### config.mk
export PLATFORM = sky130hd
export DESIGN_NAME = refill_read_arbiter
export DESIGN_NICKNAME = d
export VERILOG_FILES = /design/src/rtl/refill_read_arbiter.sv
export SDC_FILE = /design/constraint.sdc
export NUM_CORES = 2
export LEC_CHECK = 0
export CAP_MARGIN = 20
export CORE_AREA = 2 2 242 363
export CTS_BUF_LIST = sky130_fd_sc_hd__clkbuf_16
export DETAILED_ROUTE_END_ITERATION = 16
export DIE_AREA = 0 0 244 365
export PLACE_DENSITY = 0.67
export SLEW_MARGIN = 10
export SYNTH_ARGS = -nofsm -noshare
export SYNTH_HDL_FRONTEND = slang
export SYNTH_SLANG_ARGS = --single-unit
### constraint.sdc
create_clock -name clk -period 2.75 [get_ports clk]
set_input_delay 0.4125 -clock clk [delete_from_list [all_inputs] [get_ports clk]]
set_output_delay 0.4125 -clock clk [all_outputs]
set_load 0.01 [all_outputs]
### src/rtl/refill_read_arbiter.sv
// refill_read_arbiter
// Shares one AXI4 read channel between the ICache and DCache line-refill
// ports. Each grant issues one BEATS-long INCR burst of 32-bit beats. The
// beats are assembled into a line, which is returned to the winner with a
// one-cycle valid pulse.
//
// Ports:
//   clk, rst             clock, synchronous active-high reset
//   inst_ren_i/araddr_i  ICache refill request and address
//   inst_rvalid_o/rdata_o ICache line-ready pulse and line
//   data_ren_i/araddr_i  DCache refill request and address
//   data_rvalid_o/rdata_o DCache line-ready pulse and line
//   ar*                  AXI read address channel (master side)
//   r*                   AXI read data channel (master side)
module refill_read_arbiter #(
  parameter int unsigned BEATS   = 8,
  parameter logic [3:0]  INST_ID = 4'h0,
  parameter logic [3:0]  DATA_ID = 4'h1
) (
  input  logic                  clk,
  input  logic                  rst,
  input  logic                  inst_ren_i,
  input  logic [31:0]           inst_araddr_i,
  output logic                  inst_rvalid_o,
  output logic [32*BEATS-1:0]   inst_rdata_o,
  input  logic                  data_ren_i,
  input  logic [31:0]           data_araddr_i,
  output logic                  data_rvalid_o,
  output logic [32*BEATS-1:0]   data_rdata_o,
  output logic [3:0]            arid,
  output logic [31:0]           araddr,
  output logic [7:0]            arlen,
  output logic [2:0]            arsize,
  output logic [1:0]            arburst,
  output logic                  arvalid,
  input  logic                  arready,
  input  logic [3:0]            rid,
  input  logic [31:0]           rdata,
  input  logic [1:0]            rresp,
  input  logic                  rlast,
  input  logic                  rvalid,
  output logic                  rready
);

  localparam int unsigned LINE_W = 32 * BEATS;
  localparam int unsigned CNT_W  = (BEATS > 1) ? $clog2(BEATS) : 1;
  localparam int unsigned OFF_W  = $clog2(LINE_W / 8);
  localparam logic [CNT_W-1:0] LAST_BEAT = CNT_W'(BEATS - 1);

  typedef enum logic [1:0] {IDLE, ADDR, DATA, DONE} state_e;

  state_e              state_q;
  logic                grant_data_q;
  logic                last_data_q;
  logic [CNT_W-1:0]    cnt_q;
  logic [LINE_W-1:0]   line_q;
  logic [LINE_W-1:0]   line_wr;
  logic                win_data;

  // Only one burst is ever outstanding, so id/resp/last carry no information.
  logic unused_inputs;
  assign unused_inputs = ^{rid, rresp, rlast,
                           inst_araddr_i[OFF_W-1:0], data_araddr_i[OFF_W-1:0]};

  // Burst shape is fixed: full line, 4-byte beats, incrementing.
  assign arlen   = 8'(BEATS - 1);
  assign arsize  = 3'b010;
  assign arburst = 2'b01;

  // Ties go to the side that was not served last time.
  assign win_data = data_ren_i & (~inst_ren_i | ~last_data_q);

  // Current line buffer with the incoming beat merged into word cnt.
  always_comb begin
    line_wr = line_q;
    line_wr[32*cnt_q +: 32] = rdata;
  end

  // Arbitration / burst FSM with registered outputs.
  always_ff @(posedge clk) begin
    if (rst) begin
      state_q       <= IDLE;
      grant_data_q  <= 1'b0;
      last_data_q   <= 1'b0;
      cnt_q         <= '0;
      line_q        <= '0;
      arvalid       <= 1'b0;
      araddr        <= '0;
      arid          <= '0;
      rready        <= 1'b0;
      inst_rvalid_o <= 1'b0;
      data_rvalid_o <= 1'b0;
      inst_rdata_o  <= '0;
      data_rdata_o  <= '0;
    end else begin
      inst_rvalid_o <= 1'b0;
      data_rvalid_o <= 1'b0;
      case (state_q)
        IDLE: begin
          if (inst_ren_i | data_ren_i) begin
            grant_data_q <= win_data;
            araddr       <= {(win_data ? data_araddr_i[31:OFF_W] : inst_araddr_i[31:OFF_W]),
                             OFF_W'(0)};
            arid         <= win_data ? DATA_ID : INST_ID;
            cnt_q        <= '0;
            arvalid      <= 1'b1;
            state_q      <= ADDR;
          end
        end
        ADDR: begin
          if (arready) begin
            arvalid <= 1'b0;
            rready  <= 1'b1;
            state_q <= DATA;
          end
        end
        DATA: begin
          // rready is held high for the whole DATA state.
          if (rvalid) begin
            line_q <= line_wr;
            cnt_q  <= cnt_q + CNT_W'(1);
            if (cnt_q == LAST_BEAT) begin
              rready  <= 1'b0;
              state_q <= DONE;
              if (grant_data_q) begin
                data_rvalid_o <= 1'b1;
                data_rdata_o  <= line_wr;
              end else begin
                inst_rvalid_o <= 1'b1;
                inst_rdata_o  <= line_wr;
              end
            end
          end
        end
        DONE: begin
          last_data_q <= grant_data_q;
          state_q     <= IDLE;
        end
        default: state_q <= IDLE;
      endcase
    end
  end

endmodule

# [Yosys cells after proc, flatten, opt, wreduce, memory -nomap -nowiden]
# Cells that the tools add are included.
[word_totals] ff_bits=810 latchBits=0 ramBits=0 mem_bits_ro=0 out_inout_bits=565 mem_count=0
[op_classes] add_sub_neg=2 n_mul=0 div_mod_pow=0 order_cmp=0 n_eq_ne=8 shifts=2 n_mux=20 bitwise=9 n_reduce_logical=13
[op_table] operator="256-bit bitwise mux" count=1
[op_table] operator="32-bit by 34-bit variable shift with 256-bit output (first input constant)" count=1
[op_table] operator="32-bit by 34-bit variable part select with 256-bit output" count=1
[op_table] operator="8-bit negator with 34-bit output" count=1
[op_table] operator="27-bit 2-to-1 mux" count=1
[op_table] operator="4-bit AND reduction" count=4
[op_table] operator="1-bit 2-to-1 mux" count=8
[op_table] operator="2-bit 2-to-1 mux" count=4
[op_table] operator="2-bit != test (second input constant)" count=4
[op_table] operator="2-bit one-hot mux with 4 select lines" count=1
[op_table] operator="3-bit 2-to-1 mux" count=2
[op_table] operator="1-bit inverter" count=6
[op_table] operator="3-bit one-hot mux with 2 select lines" count=1
[op_table] operator="3-bit AND reduction" count=2
[op_table] operator="2-bit nonzero test" count=3
[op_table] operator="2-bit equality test (second input constant)" count=2
[op_table] operator="1-bit one-hot mux with 2 select lines" count=2
[op_table] operator="2-bit AND reduction" count=2
[op_table] operator="4-bit OR reduction" count=1
[op_table] operator="3-bit by 1-bit adder with 3-bit output (second input constant)" count=1
[op_table] operator="3-bit equality test (second input constant)" count=1
[op_table] operator="2-bit by 1-bit equality test with 1-bit output (second input constant)" count=1
[op_table] operator="2-bit logical NOT" count=1
[op_table] operator="1-bit OR" count=2
[op_table] operator="1-bit AND" count=1

# [Depth between registers and ports, before layout]
[logic_depth] depth_word=4 depth_mapped=12 depth_no_buf=6

# [Worst setup path before layout]
# OpenSTA, ideal clock, no wires.
[synth_path] path_type="flip-flop to flip-flop" startpoint="register cnt_q[0]" endpoint="register data_rdata_o[254]" setup_ns=0.137 arrival_time_ns=2.622 required_time_ns=2.613 slack_ns=-0.010 stages_incl_launch_ff=12 path_buffers=5 period_less_slack_ns=2.760 cell_sequence="dfxtp_1 -> buf_6 -> buf_6 -> clkbuf_1 -> inv_1 -> ha_1 -> ha_1 -> buf_6 -> nor4b_4 -> buf_6 -> mux2i_1 -> a211oi_1"
[synth_via] elab_chain_cells=3 elab_cells_between_ends=6 classes_between="add/sub (1); eq/ne (1); shift (2); mux (1); reduce/logical (1)"
[synth_rtl] item="start: declaration" line="55" source="logic [CNT_W-1:0] cnt_q;"
[synth_rtl] item="start signal: assignment" line="121" source="cnt_q <= cnt_q + CNT_W'(1);"
[synth_rtl] item="8-bit negator with 34-bit output" line="76" source="line_wr[32*cnt_q +: 32] = rdata;"
[synth_rtl] item="32-bit by 34-bit variable part select with 256-bit output / 32-bit by 34-bit variable shift with 256-bit output (equally long branches)" line="76"
[synth_rtl] item="256-bit bitwise mux" line="76"
[synth_rtl] item="end signal: assignment" line="127" source="data_rdata_o <= line_wr;"
[synth_rtl] item="end: declaration" line="29" source="output logic [32*BEATS-1:0] data_rdata_o,"
# Several ways; a longest one is shown, not always the timed one.
# A chain may end at the register's enable or synchronous reset.

# [Final worst setup path]
[layout_path] startpoint="register cnt_q[0]" endpoint="register inst_rdata_o[3]"
[layout_via] elab_chain_cells=3 elab_cells_between_ends=6 classes_between="add/sub (1); eq/ne (1); shift (2); mux (1); reduce/logical (1)"
[layout_rtl] item="8-bit negator with 34-bit output" line="76"
[layout_rtl] item="32-bit by 34-bit variable part select with 256-bit output / 32-bit by 34-bit variable shift with 256-bit output (equally long branches)" line="76"
[layout_rtl] item="256-bit bitwise mux" line="76"
[layout_rtl] item="end signal: assignment" line="130" source="inst_rdata_o <= line_wr;"
[layout_rtl] item="end: declaration" line="25" source="output logic [32*BEATS-1:0] inst_rdata_o,"
# Several ways; a longest one is shown, not always the timed one.

==> impl_metrics.json <==
{
  "cts_buffers": 79,
  "p_total_w": 0.0261,
  "first_iter_violations": 2588,
  "worst-path-buf-inv": 3,
  "ant_nets": 0,
  "cp-end-kind": "flip-flop",
  "vias": 30600,
  "seq_area_frac_synth": 0.474,
  "wl_mm": 126,
  "synth.distinct_cells": 49,
  "cts.repair.resized": 0,
  "tns_ns": 0,
  "post-cts-setup-buffers": 0,
  "path_clk_slew_ns": 0.07,
  "cp.arrival_ns": 3.07,
  "yosys_warnings": 0,
  "die_h_um": 365,
  "antenna_found_initial": 5,
  "p_leak_nw": 15.2,
  "grt_max_degree": 137,
  "synth_simple_gate_area_frac": 0.127,
  "crit_path_top_delay_cell": "or4b_4",
  "coreArea_um2": 86000,
  "syn_inst": 3659,
  "io_pins": 674,
  "fmax_mhz": 390,
  "synth_fa_ha_area_frac": 0.00331,
  "start_kind": "flip-flop",
  "cpMostUsedCell": "buf_4",
  "overflow": 0,
  "final_nets": 4242,
  "grt_pass1_vias": 28800,
  "synth-compound-area-share": 0.257,
  "firstDrtPassIters": 5,
  "avgSynthCellArea_um2": 9.29,
  "cp_cell_sequence": "inv_1 > ha_4 > ha_1 > buf_4 > or4b_4 > buf_4 > o21ai_0 > a311oi_1",
  "worstSetupPathType": "flip-flop to flip-flop",
  "start_util": 0.395,
  "syn_area_um2": 34000,
  "drive_above_1_share": 0.0825,
  "slew_viol_final": 0,
  "max_slew_margin": 0.268,
  "path_max_fanout": 44,
  "ctsHoldBuffers": 0,
  "clockRootBuffer": "clkbuf_16",
  "drc": 0,
  "synthToLayoutAreaGrowth_pct": 30.8,
  "rsz0062_at_grt": "no",
  "vias_per_cell": 5.75,
  "critPathRequiredTime_ns": 3.25,
  "crit_family": "buffers and inverters",
  "die_width_um": 244,
  "maxCapViolations": 0,
  "peakVddDrop_mv": 0.454,
  "synthXorXnorAreaFrac": 0,
  "globalplace.congestion": 0.816,
  "min_path_type": "input pin to flip-flop",
  "wl_per_cell_um": 23.6,
  "hpwlAfterDp_mm": 85.1,
  "clock-sinks": 806,
  "gr-usage-all-layers": 0.268,
  "finalHoldViolCount": 0,
  "setup_viol": 0,
  "post-route-period-util": 0.932,
  "dieArea_um2": 89100,
  "cts_tree": "done",
  "power_density_nw_per_um2": 587,
  "grt_pass1_wl_mm": 185,
  "max_stage_delay_ns": 0.49,
  "insertion_delay_ns": 0.64,
  "placementRows": 132,
  "postSynthRegisterBits": 806,
  "outcome": "complete, no violations",
  "cts_max_level": 3,
  "worst_pin_slew_ns": 1.10,
  "synth_top_family_by_area": "compound AO/OA/AOI/OAI gates",
  "synthMuxAreaShare": 0.0748,
  "io_buffers": 635,
  "clockBufferDepth": 3,
  "fin_worst_skew_ns": 0.0145,
  "period_minus_slack_ns": 2.56
}
## worst min-delay path: stages
cell and delay, ns:
clkdlybuf4s50_1 0.39, mux2i_1 0.12, a211oi_1 0.08
## layout make-up
cell class                      instances  area, µm²
Fill cell                            7958      41600
Sequential cell                       806      16100
Multi-Input combinational cell       2419      15900
Timing Repair Buffer                  813       8350
Clock buffer                           81       2030
Tap cell                             1139       1430
Clock inverter                         59        563
Inverter                                5       18.8
Antenna cell                            6       15.0
## per-stage QoR
stage                     cells   util  hold slack (ns)  area (µm²)  setup WS (ns)
final                      5328  0.517            0.413       44500          0.186
after detailed placement   5182  0.487            0.458       41900          0.194
after global placement     5182  0.487            0.451       41900          0.202
after global routing       5322  0.517            0.404       44500         0.0605
after floorplan            3678      -            0.445       34100         0.0510
after CTS                  5322  0.517            0.374       44500          0.194
## flip-flops by register name, indices dropped and copies added, names as in the netlist
name,flops
line_q,256
rready,1
inst_rvalid_o,1
inst_rdata_o,256
grant_data_q,1
state_q,2
data_rvalid_o,1
last_data_q,1
data_rdata_o,256
arvalid,1
araddr,27
cnt_q,3
## metal layers
metal / track usage / wire length (µm)
met5: 0 / 32
met4: 0.119 / 5440
met3: 0.0468 / 8280
met2: 0.436 / 58900
met1: 0.348 / 52900
## cell usage after synthesis (all sizes together)
cell       n  area share
a31oi     65       0.012
and3       3     0.00055
and4       2     0.00052
o21bai   192       0.042
o31ai     32      0.0071
a311oi   193       0.050
nor4bb     1     0.00029
a21oi    166       0.024
nand2b   134       0.025
nor3       2     0.00029
o21ba      1     0.00029
nor2b      2     0.00037
or3b       1     0.00026
o21ai    195       0.030
nand2      4     0.00044
nand4     34      0.0063
conb       2     0.00022
o21a       2     0.00044
nand4b     2     0.00052
and2      34      0.0063
a21boi     1     0.00022
a21bo      1     0.00029
inv        5     0.00055
or4b       2     0.00070
clkbuf   266       0.029
and4b      3     0.00088
nand3    195       0.029
ha         9      0.0033
nor4b      3      0.0018
and4bb     2     0.00074
a211oi   411       0.091
dfxtp    806        0.47
nor3b     33      0.0073
nor2     417       0.046
buf      182       0.033
mux2i    254       0.075
or2        1     0.00018
nand4bb    1     0.00033
## worst paths after layout
kind	slack, ns	cells past startpoint	to	start
hold reg to reg	0.47	2	line_q[27]	line_q[27]
hold / removal	0.41	3	araddr[28]	inst_araddr_i[28]
setup / recovery	0.19	8	inst_rdata_o[3]	cnt_q[0]
setup reg to reg	0.19	8	inst_rdata_o[3]	cnt_q[0]
## cells by family after synthesis
logic type | Yosys count
buf+inv | 453
mux | 254
flops | 806
compound gates | 1259
simple gates | 876
other cells | 2
fa+ha+maj | 9
## cell usage in the layout (no fill, tap or decap), types with 10 or more instances in the layout
cell type | synthesis | routed
a211oi_1 | 409 | 409
a21oi_1 | 166 | 166
a311oi_1 | 193 | 193
a31oi_1 | 65 | 65
and2_1 | 34 | 32
buf_12 | 0 | 52
buf_4 | 35 | 126
clkbuf_16 | 0 | 81
clkdlybuf4s50_1 | 0 | 634
clkinv_1 | 0 | 14
clkinv_2 | 0 | 14
conb_1 | 2 | 21
dfxtp_1 | 806 | 805
inv_1 | 5 | 10
mux2i_1 | 254 | 254
nand2b_1 | 134 | 133
nand3_1 | 194 | 194
nand4_1 | 34 | 34
nor2_1 | 416 | 415
nor3b_1 | 33 | 33
o21ai_0 | 161 | 161
o21ai_1 | 26 | 26
o21bai_1 | 192 | 192
o31ai_1 | 32 | 32
## power by group
group	internal (W)	switching, W
clock network	0.00617	0.00493
logic	0.00107	0.00195
registers	0.0119	0.000121
total	0.0191	0.00700
No activity file was read; power rests on OpenSTA's default activity.
